$ cat src/rtl/shift_rows.sv
// AES ShiftRows / InvShiftRows byte permutation, one registered stage with
// valid/ready handshake on both sides.
module shift_rows #(
  parameter int SUPPORT_INV = 1
) (
  input  logic         clk,
  input  logic         rst_n,
  input  logic         in_valid,
  output logic         in_ready,
  input  logic         inv,
  input  logic [127:0] matrix_in,
  output logic         out_valid,
  input  logic         out_ready,
  output logic [127:0] matrix_out
);

  // Byte k of the state lives at bits [127-8k -: 8]; s[r][c] = byte r+4c.
  // Row r takes its byte for column c from column c+r (forward) or c-r (inverse).
  function automatic logic [127:0] permute(input logic [127:0] s, input logic inv_sel);
    logic [127:0] o;
    logic [1:0]   src;
    o = '0;
    for (int r = 0; r < 4; r++) begin
      for (int c = 0; c < 4; c++) begin
        src = inv_sel ? 2'(c - r) : 2'(c + r);
        o[127 - 8*(r + 4*c) -: 8] = s[127 - 8*(r + 4*int'(src)) -: 8];
      end
    end
    return o;
  endfunction

  logic inv_eff;
  logic accept;

  assign inv_eff  = (SUPPORT_INV != 0) && inv;
  // Ready depends only on registered state and out_ready, so there is no
  // combinational path from the input side to the output side.
  assign in_ready = !out_valid || out_ready;
  assign accept   = in_valid && in_ready;

  // NOTE: sequential state uses non-blocking assignments so every register
  // samples pre-edge values regardless of statement order.
  always_ff @(posedge clk or negedge rst_n) begin
    if (!rst_n) begin
      out_valid  <= 1'b0;
      matrix_out <= '0;
    end else if (accept) begin
      matrix_out <= permute(matrix_in, inv_eff);
      out_valid  <= 1'b1;
    end else if (out_ready) begin
      // Drain: data holds its last value, only the valid flag drops.
      out_valid  <= 1'b0;
    end
  end

endmodule

$ cat config.mk
export PLATFORM = sky130hd
export DESIGN_NAME = shift_rows
export DESIGN_NICKNAME = d
export VERILOG_FILES = /design/src/rtl/shift_rows.sv
export SDC_FILE = /design/constraint.sdc
export NUM_CORES = 1
export LEC_CHECK = 0
export CAP_MARGIN = 5
export CORE_UTILIZATION = 41
export CTS_CLUSTER_DIAMETER = 40
export CTS_CLUSTER_SIZE = 8
export DETAILED_ROUTE_END_ITERATION = 8
export PLACE_DENSITY = 0.87
export SLEW_MARGIN = 40
export SYNTH_ARGS = -nofsm -noshare
export SYNTH_HDL_FRONTEND = slang
export SYNTH_SLANG_ARGS = --single-unit
$ cat constraint.sdc
create_clock -name clk -period 1.9 [get_ports clk]
set_clock_uncertainty 0.15 [all_clocks]
set_input_delay 0.57 -clock clk [delete_from_list [all_inputs] [get_ports clk]]
set_output_delay 0.57 -clock clk [all_outputs]
set_load 0.1 [all_outputs]
-- After elaboration in Yosys (flattened, before gate mapping)
Index checks and enable logic that the tools add are counted.
W data, S select, Z words.
- divide/modulo/power cells: 0
- add/subtract/negate cells: 16
- reduce and logical (&&, ||, !) cells: 4
- muxes and demuxes: 6
- multipliers: 0
- bitwise operators: 0
- equality and inequality tests: 0
- shifts and indexed selects: 8
- $lt $le $gt $ge: 0
- operators with widths (kind ; number):
    $shiftx A135 B32 Y8 ; 4
    $shiftx A135 B9 Y8 ; 4
    $sub A8 B32 Y32 const A ; 4
    $sub A7 B8 Y9 const A ; 4
    $add A1 B4 Y5 const A ; 4
    $add A2 B4 Y5 const A ; 4
    $mux W2 ; 4
    $mux W1 ; 2
    $reduce_bool A2 Y1 ; 1
    $logic_and A1 B1 Y1 ; 1
    $logic_not A1 Y1 ; 1
    $logic_or A1 B1 Y1 ; 1
- bits in latches: 0
- word-level logic and storage cells: 36
- bits of input ports: 133
- memory bits (read-only): 0
- bits in writable memories: 0
- memories kept: 0
- register bits: 129

-- Longest topological paths before layout
- depth after elaboration: 4
- gate-level depth with buffers: 6

-- Worst setup path after synthesis
Ideal clock, no wire load.
- path kind: reg2out
- from: reg out_valid
- to: out in_ready
- arrival time: 1.731 ns
- required time: 1.180 ns
- cell stages (with the launch flop): 5
- path slack: -0.551 ns
- path through: dfrtp_1 nand2b_1 buf_2 buf_2 buf_2
- cells in the longest elaborated chain, start to end: 2
- ends and longest elaborated chain (what ; line ; RTL):
    start, declared ; 12 ; output logic out_valid,
    start signal, assigned ; 45 ; out_valid <= 1'b0;
    start signal, assigned ; 49 ; out_valid <= 1'b1;
    start signal, assigned ; 52 ; out_valid <= 1'b0;
    $logic_not A1 Y1 ; 38 ; assign in_ready = !out_valid || out_ready;
    $logic_or A1 B1 Y1 ; 38 ;
    end, declared ; 9 ; output logic in_ready,
No other way between the ends.

-- Worst setup path in the final report
Same ends and word-level chain as after synthesis.

==> impl_metrics.json <==
{
  "timing.hold.worst.class": "register to register",
  "cts_tree": "yes",
  "min_delay_worst_endpoint": "matrix_out[12]$_DFFE_PN0P_",
  "worst_setup_path_end_kind": "output pin",
  "hold_depth": 1,
  "gpl.final_weighted_congestion": 0.836,
  "finish.net_count": 827,
  "layout_min_cycle_time_ps": 1910,
  "final_critical_path_setup_slack_ps": -13.4,
  "yosys-top-cells-area": "dfrtp_1 58%, mux2_2 12%, mux2i_1 12%, a31oi_1 7.2%, a21oi_1 5.8%",
  "timing.final.hold_violations": 0,
  "timing.critical_path.from_type": "register",
  "routed-via-count": 4669,
  "route.detailed.wl_per_inst_um": 20.3,
  "r2r_setup_slack_ps": 80,
  "leakagePower_uw": 0.00448,
  "synth.lib_cells_used.distinct": 11,
  "portBuffers": 262,
  "synth-edff-count": 0,
  "critical_path.reg2reg.endpoint": "matrix_out[14]$_DFFE_PN0P_",
  "synth_top_cell_area_share_pct": 58.1,
  "cts.htree.levels": 4,
  "placeableCoreArea_um2": 13200,
  "std_cell_rows": 42,
  "clk_pin_slew_ps": 60,
  "ys_seq_area_share_pct": 58.1,
  "drt_iter0_markers": 254,
  "fillCellCount": 771,
  "floorplan.die.height_um": 118,
  "cts_root_buffer": "clkbuf_16",
  "place_area_um2": 9760,
  "area_growth_syn_to_fin_pct": 85.8,
  "ys_seq_elements": 129,
  "netlist_top_cells_count": "129 x dfrtp_1, 64 x a21oi_1, 64 x a31oi_1, 64 x mux2i_1, 60 x mux2_2",
  "clk-insertion-delay-late_ps": 410,
  "rsz_0062_raised_after_global_routing": "yes",
  "worstPathRequired_ps": 1180,
  "grt_first_pass_wirelength_mm": 27.9,
  "synth_area_um2": 5550,
  "synthCells": 430,
  "yosys_warnings": 0,
  "number_of_buffers_inserted_during_clock_tree_synthesis": 17,
  "detail_route.vias_per_cell": 5.29,
  "layout-drive-gt1-share_pct": 35.5,
  "crit_path_max_fanout": 2,
  "power_density_nw_per_um2": 1210,
  "timing.setup.critical_path_class": "register to output pin",
  "clock_sink_count": 129,
  "worstMarginPinSlew_ps": 516,
  "cts.path.max_buffers": 2,
  "report.final.slew_viol_count": 0,
  "postRouteAntennaNets": 0,
  "start_util_pct": 41.9,
  "antenna_found_initial": 0,
  "totalWireLength_mm": 17.9,
  "max_cap_viol_count": 0,
  "synth_fp_nets": 563,
  "die_width_um": 118,
  "violations": "negative setup slack",
  "place_hpwl_mm": 13.3,
  "max_freq_mhz": 523,
  "place.detailed.instances": 848,
  "fin_cells": 883,
  "final-setup-viol-count": 1,
  "hold-worst-slack_ps": 413,
  "synth_flop_cell": "dfrtp_1",
  "timing.slew.headroom_pct": 65.6,
  "dieArea_um2": 14000,
  "global_route.usage.total_pct": 26.4,
  "outcome": "finished, violations left",
  "totalNegativeSetupSlack_ps": -13.4,
  "final_core_utilization_pct": 77.9,
  "post-synth-top-count-cell": "dfrtp_1",
  "drc": 0,
  "postSynth.asyncResetShare_pct": 100,
  "cp_data_arrival_time_ps": 1190,
  "syn-mean-instance-area_um2": 12.9,
  "drt_first_pass_iters": 5,
  "vdd.ir_drop.worst_mv": 0.729,
  "source_of_the_worst_register_to_register_timing_path": "out_valid$_DFFE_PN0P_",
  "grt-ovfl-total": 0,
  "hold_path_startpoint": "matrix_out[12]$_DFFE_PN0P_",
  "post-route-cell-area_um2": 10300,
  "n_antenna_cell": 0,
  "r2r_cells": 6,
  "yosys.area.top_type": "dfrtp_1",
  "top_level_ports": 263,
  "vias_in_the_first_global_route": 4945,
  "layout_worst_path_cycle_share_pct": 101,
  "pin_count_of_the_biggest_net_entering_global_routing": 130
}
## flip-flops by register name, indices dropped and copies added (netlist names)
register	flops
matrix_out	128
out_valid	1
## cell type report
| class | count | area, um^2 | share of cell area (%) |
|---|---|---|---|
| clock inverter | 13 | 86.3 | 0.837 |
| sequential | 129 | 3230 | 31.3 |
| clock buffer | 19 | 443 | 4.29 |
| timing repair buffer | 287 | 4220 | 40.9 |
| multi-input combinational | 259 | 2110 | 20.5 |
| tap | 176 | 220 | 2.13 |
## cell usage in the layout (no fill, tap or decap), types with 2 or more instances in the layout
master           count
buf_4               17
clkdlybuf4s50_1    128
buf_12             139
clkbuf_16           17
dfrtp_1            128
inv_6                2
mux2_1               4
clkinv_2             6
mux2i_1             64
clkinvlp_4           4
a31oi_1             64
a21oi_1             64
mux2_2              60
## logic make-up after synthesis
logic type             synth area share, %
DFF                                   58.1
AOI/OAI and AO/OA                     13.0
muxes                                 24.5
buffers and inverters                 3.92
and+or+nand+nor                      0.428
## worst max-delay path by stage
stage | startpoint | end | slack [ps] | cells after the start
floorplan | out_valid$_DFFE_PN0P_ | in_ready | 20 | 4
global placement | out_ready | matrix_out[77]$_DFFE_PN0P_ | -230 | 5
detailed placement | out_ready | matrix_out[14]$_DFFE_PN0P_ | -290 | 5
CTS | out_valid$_DFFE_PN0P_ | in_ready | -40 | 2
global route | out_valid$_DFFE_PN0P_ | in_ready | -40 | 2
finish | out_valid$_DFFE_PN0P_ | in_ready | -10 | 2
## per-layer routing
metal	wire length, um	vias up	share of wire (%)	track usage, %
met1	6730	2287	38	29.0
met4	580	0	3.2	12.4
met5	0	-	0	0
met3	1390	37	7.8	9.07
li1	-	2148	-	-
met2	9210	197	51	45.8
## through the flow
step / worst slack, ps / total power [uW]
after CTS: -38.0 / 12600
after detailed placement: -291 / 9640
after global routing: -37.3 / 12900
after global placement: -231 / 9510
final: -13.4 / 12500
after floorplan: 21.6 / 7020
## power by group
group	switching, uW	leakage [uW]	internal, uW
Combinational	3780	0.00276	2200
Sequential	471	0.00146	3160
Clock	1190	0.000255	1690
## worst max-delay path, cell delays in order, from the launching register on
cell and delay (ps):
dfrtp_4 510, nand2b_4 110, buf_12 180
## timing repair
action                                  CTS  global route
resized for setup                         1             0
buffers inserted                          1             1
endpoints found under the setup margin    1             1
hold buffers                              1             0
hold endpoints to repair                 35             0
No activity file was read; power rests on OpenSTA's default activity.
==> RTL change 1, RTL diff (config.mk and constraints unchanged) <==
The parameter `SUPPORT_INV` goes from 1 to 0.
--- a/src/rtl/shift_rows.sv
+++ b/src/rtl/shift_rows.sv
@@ -1,7 +1,7 @@
 // AES ShiftRows / InvShiftRows byte permutation, one registered stage with
 // valid/ready handshake on both sides.
 module shift_rows #(
-  parameter int SUPPORT_INV = 1
+  parameter int SUPPORT_INV = 0
 ) (
   input  logic         clk,
   input  logic         rst_n,
Function: changed (a bounded check fails within 4 cycles, from zero or initial values and one cycle with rst_n low).
==> RTL change 1 against the original RTL <==
- total power is 0.49% higher
- sequential power about the same
- global-route usage shrank 3.9 points
- maximum frequency is 0.99% higher
- die area fell by 3.7%
- register-to-register slack improved by 0.14 ns
- setup slack better by 0.019 ns
- synthesized area fell by 3.8%
- routed wire length down 18%
- hold slack improved by 0.011 ns
- sequential cell count unchanged
- cell area down 3.7%
- critical path type unchanged
==> RTL change 1: results (changes against the original RTL) <==
* Syn Nets at 407 (-28%)
* VDD IR-drop max at 0.846 mV (+16%)
* Drt first-iter violations at 93 (-63%)
* Fraction of layout cells with a size suffix above 1 at 53.7% (+18 points)
* Critical R2R Launch: out_valid$_DFFE_PN0P_
* Root buffer cell: clkbuf_16
* Setup_tns at 0 ns (+0.0134 ns)
* Placer congestion estimate at 0.728 (-13%)
* Hold_sp: matrix_out[88]$_DFFE_PN0P_
* Num CTS Buffers at 17 (unchanged)
* Worst R2R End: matrix_out[54]$_DFFE_PN0P_
* Vias per cell at 4.68 (-11%)
* R2R depth at 5 (-1)
* Clock Latency Late Sink at 0.40 ns
* Vias in the first global route at 3884 (-21%)
* I/O Buffers at 261 (-0.38%)
* Final nets at 689 (-17%)
* Status: complete, no violations
* Avg WL per Cell at 19.8 um (-2.3%)
* CP Data Arrival Time at 1.17 ns (-0.02 ns)
* Detailed Routing Iterations Pass 1 at 4 (-1)
* Worst slew pin tran at 0.298 ns (-0.218 ns)
* Global-route wire length before repair at 21800 um (-22%)
* Pin count of the biggest net entering global routing at 50 (-62%)
* Pleak at 0.00463 uW (+3.2%)
* Hpwl dp at 10900 um (-18%)
* Top post-synthesis cells by area: dfrtp_1 (60%), mux2_4 (29%), mux2_2 (5.3%), buf_12 (4.1%), buf_6 (0.63%)
* Distinct cells, synth at 8 (-3)
* Total track usage at 22.6% (-3.9 points)
* Hold Path Sink: matrix_out[88]$_DFFE_PN0P_
* Fill cell count at 653 (-15%)
* R2R Setup Slk at 0.22 ns (+0.14 ns)
* Post-synth top cells: dfrtp_1 (129), mux2_4 (103), mux2_2 (25), buf_12 (11), buf_6 (3)
==> RTL change 1: where the power goes <==
part | internal, uW | switching (uW)
logic | 2370 | 3600
registers | 3160 | 482
clock network | 1830 | 1110
total | 7350 | 5200
==> RTL change 1: final cells by class <==
type	instances	area share [%]
flip-flops and latches	129	32.5
clock buffers	21	4.63
clock inverters	8	0.655
well taps	172	2.17
repair buffers	277	41.2
multi-input cells	131	18.8
==> RTL change 1: logic make-up (layout without fill, tap and decap cells) <==
group	after synthesis	in the layout	share of synthesized area [%]
muxes	128	128	34.2
DFF	129	129	60.4
buffers and inverters	14	306	4.76
and+or+nand+nor	3	3	0.586
==> RTL change 1: repair_timing <==
item / in CTS / in global routing
setup endpoints to repair: 1 / 1
endpoints found under the hold margin: 17 / 0
gates cloned: 0 / 0
pin swaps: 0 / 0
setup buffers: 1 / 0
hold buffers: 1 / 0
resized for setup: 1 / 0
==> RTL change 1: worst max-delay path: stages, from the launching register on <==
cell,delay [ns]
dfrtp_4,0.50
nand2b_4,0.10
buf_12,0.17
==> RTL change 1: per-layer routing <==
metal  track usage (%)  vias up  part of all wire [%]
li1                  -     1514                     -
met3              8.15       32                   8.2
met2              39.0      176                    54
met5                 0        -                     0
met1              24.3     1735                    35
met4              11.6        0                   3.1
==> RTL change 1: metrics by stage <==
| stage | cells | hold slack (ns) | area (um^2) | setup slack, ns |
|---|---|---|---|---|
| 3_3_place_gp | 707 | 0.319 | 9400 | -0.267 |
| 5_1_grt | 738 | 0.431 | 9940 | -0.0320 |
| 3_5_place_dp | 707 | 0.325 | 9400 | -0.285 |
| 4_1_cts | 738 | 0.424 | 9940 | -0.0185 |
| 2_1_floorplan | 274 | 0.124 | 5350 | -0.0174 |
| 6_report | 738 | 0.424 | 9940 | 0.00542 |
==> RTL change 2, RTL diff (same flow settings) <==
Without the edit above. Make the reset (`rst_n`) synchronous in one clocked block.
--- a/src/rtl/shift_rows.sv
+++ b/src/rtl/shift_rows.sv
@@ -40,7 +40,7 @@
 
   // NOTE: sequential state uses non-blocking assignments so every register
   // samples pre-edge values regardless of statement order.
-  always_ff @(posedge clk or negedge rst_n) begin
+  always_ff @(posedge clk) begin
     if (!rst_n) begin
       out_valid  <= 1'b0;
       matrix_out <= '0;
Formal check against the unedited RTL: differs if rst_n is asserted again (counterexample within 4 cycles, from zero or initial values and one cycle with rst_n low); with rst_n held inactive, the same outputs for 4 cycles.
==> RTL change 2 against the original RTL <==
- maximum frequency increased by 4.6%
- sequential cell count unchanged
- core utilization increased by 1.4 points
- synthesized area decreased by 4.5%
- sequential power decreased by 14%
- setup slack improved by 0.084 ns
- combinational power decreased by 50%
- cell area decreased by 2.9%
- total power decreased by 24%
- routed wire length decreased by 3.2%
- critical endpoint unchanged
==> RTL change 2: results (changes against the original RTL) <==
* Slew headroom at 75.3% (+9.7 points)
* Placer congestion estimate at 0.806 (-3.6%)
* Compound-cell area share of the yosys netlist at 12.1% (-0.87 points)
* Worst Hold Depth at 2 (+1)
* Post-synthesis async set-or-reset flop share at 0% (-100 points)
* Critical R2R Launch: out_valid$_SDFFE_PN0P_
* Drt first-iter violations at 226 (-11%)
* Syn Nets at 630 (+12%)
* Hpwl dp at 12500 um (-5.8%)
* M2 GR Usage at 47.0% (+1.3 points)
* Post-synthesis mux area share at 24.2% (-0.35 points)
* Post-CTS Hold Fix Bufs at 0 (-1)
* Slowest cell on the critical path: dlygate4sd2_1
* Global routing met1 resource utilization at 26.3% (-2.7 points)
* Largest registers: matrix_out x128, out_valid x1
* DR WL met2 at 9150 um (-0.65%)
* Inst Count DP at 906 (+6.8%)
* CP delay by family, top: buffers and inverters
* Fraction of layout cells with a size suffix above 1 at 25.3% (-10 points)
* Final worst setup slack at 0.0703 ns (+0.0837 ns)
* Top post-synthesis cells by area: dfxtp_1 (49%), mux2i_1 (24%), nand2_1 (9.1%), o2bb2ai_1 (8.9%), o2bb2ai_2 (2.8%)
* Min Hold Slack at 0.349 ns (-0.0637 ns)
* Hold_sp: matrix_out[91]$_SDFFE_PN0P_
* Vias per cell at 5.08 (-4.0%)
* Avg WL per Cell at 18.4 um (-9.1%)
* Warnings, synthesis at 0 (unchanged)
* Num CTS Buffers at 17 (unchanged)
* Met3 wire len at 1510 um (+8.3%)
* Status: complete, no violations
* Vias in the first global route at 5012 (+1.4%)
* Final nets at 887 (+7.3%)
* Dpl cell area at 0.00940 mm^2 (-3.8%)
* Seq/Total Area, Yosys at 48.7% (-9.4 points)
* Pleak at 0.00425 uW (-5.3%)
* Hold Path Sink: matrix_out[91]$_SDFFE_PN0P_
* CP startpoint: out_ready
* VDD IR-drop max at 0.691 mV (-5.2%)
* DP Worst Slack at -0.262 ns (+0.0285 ns)
* Setup crit end: in_ready
* Metal1 wirelength at 6140 um (-8.8%)
* Distinct cells, synth at 15 (+4)
* Total track usage at 26.2% (-0.25 points)
* Syn Inst Count at 497 (+16%)
* Post-synth top cells: dfxtp_1 (129), mux2i_1 (128), nand2_1 (128), o2bb2ai_1 (54), buf_2 (26)
* Clock-pin transition on the worst setup and hold timing paths at 0.06 ns (about the same)
* Worst path max stage delay at 0.23 ns (-0.28 ns)
* Met3 Use GR at 10.3% (+1.2 points)
* Worst R2R End: matrix_out[11]$_SDFFE_PN0P_
* Pin count of the biggest net entering global routing at 87 (-33%)
* R2R Setup Slk at 0.31 ns (+0.23 ns)
* CP Data Arrival Time at 1.11 ns (-0.08 ns)
* Global-route wire length before repair at 26300 um (-5.5%)
* Vias at 4772 (+2.2%)
* Hold Path Class: reg -> reg
==> RTL change 2: cell count changes in the layout (fill, tap and decap cells not counted), moves of 5 or more <==
| cell | delta |
|---|---|
| a21oi_1 | -64 |
| a31oi_1 | -64 |
| buf_4 | -5 |
| dfrtp_1 | -128 |
| dfxtp_1 | +128 |
| mux2_2 | -60 |
| mux2i_1 | +64 |
| nand2_1 | +128 |
| o2bb2ai_1 | +54 |
| o2bb2ai_2 | +10 |
==> RTL change 2: cell type report <==
cell class | instances | area [um^2]
Multi-Input combinational cell | 325 | 2450
Clock buffer | 23 | 478
Sequential cell | 129 | 2580
Fill cell | 692 | 2610
Inverter | 1 | 3.75
Antenna cell | 1 | 2.50
Tap cell | 172 | 215
Timing Repair Buffer | 280 | 4150
Clock inverter | 9 | 130
==> RTL change 2: report_power, final <==
group	internal, uW	total (uW)	switching [uW]
registers	2900	3110	214
logic	1170	2990	1820
clock network	2160	3330	1170
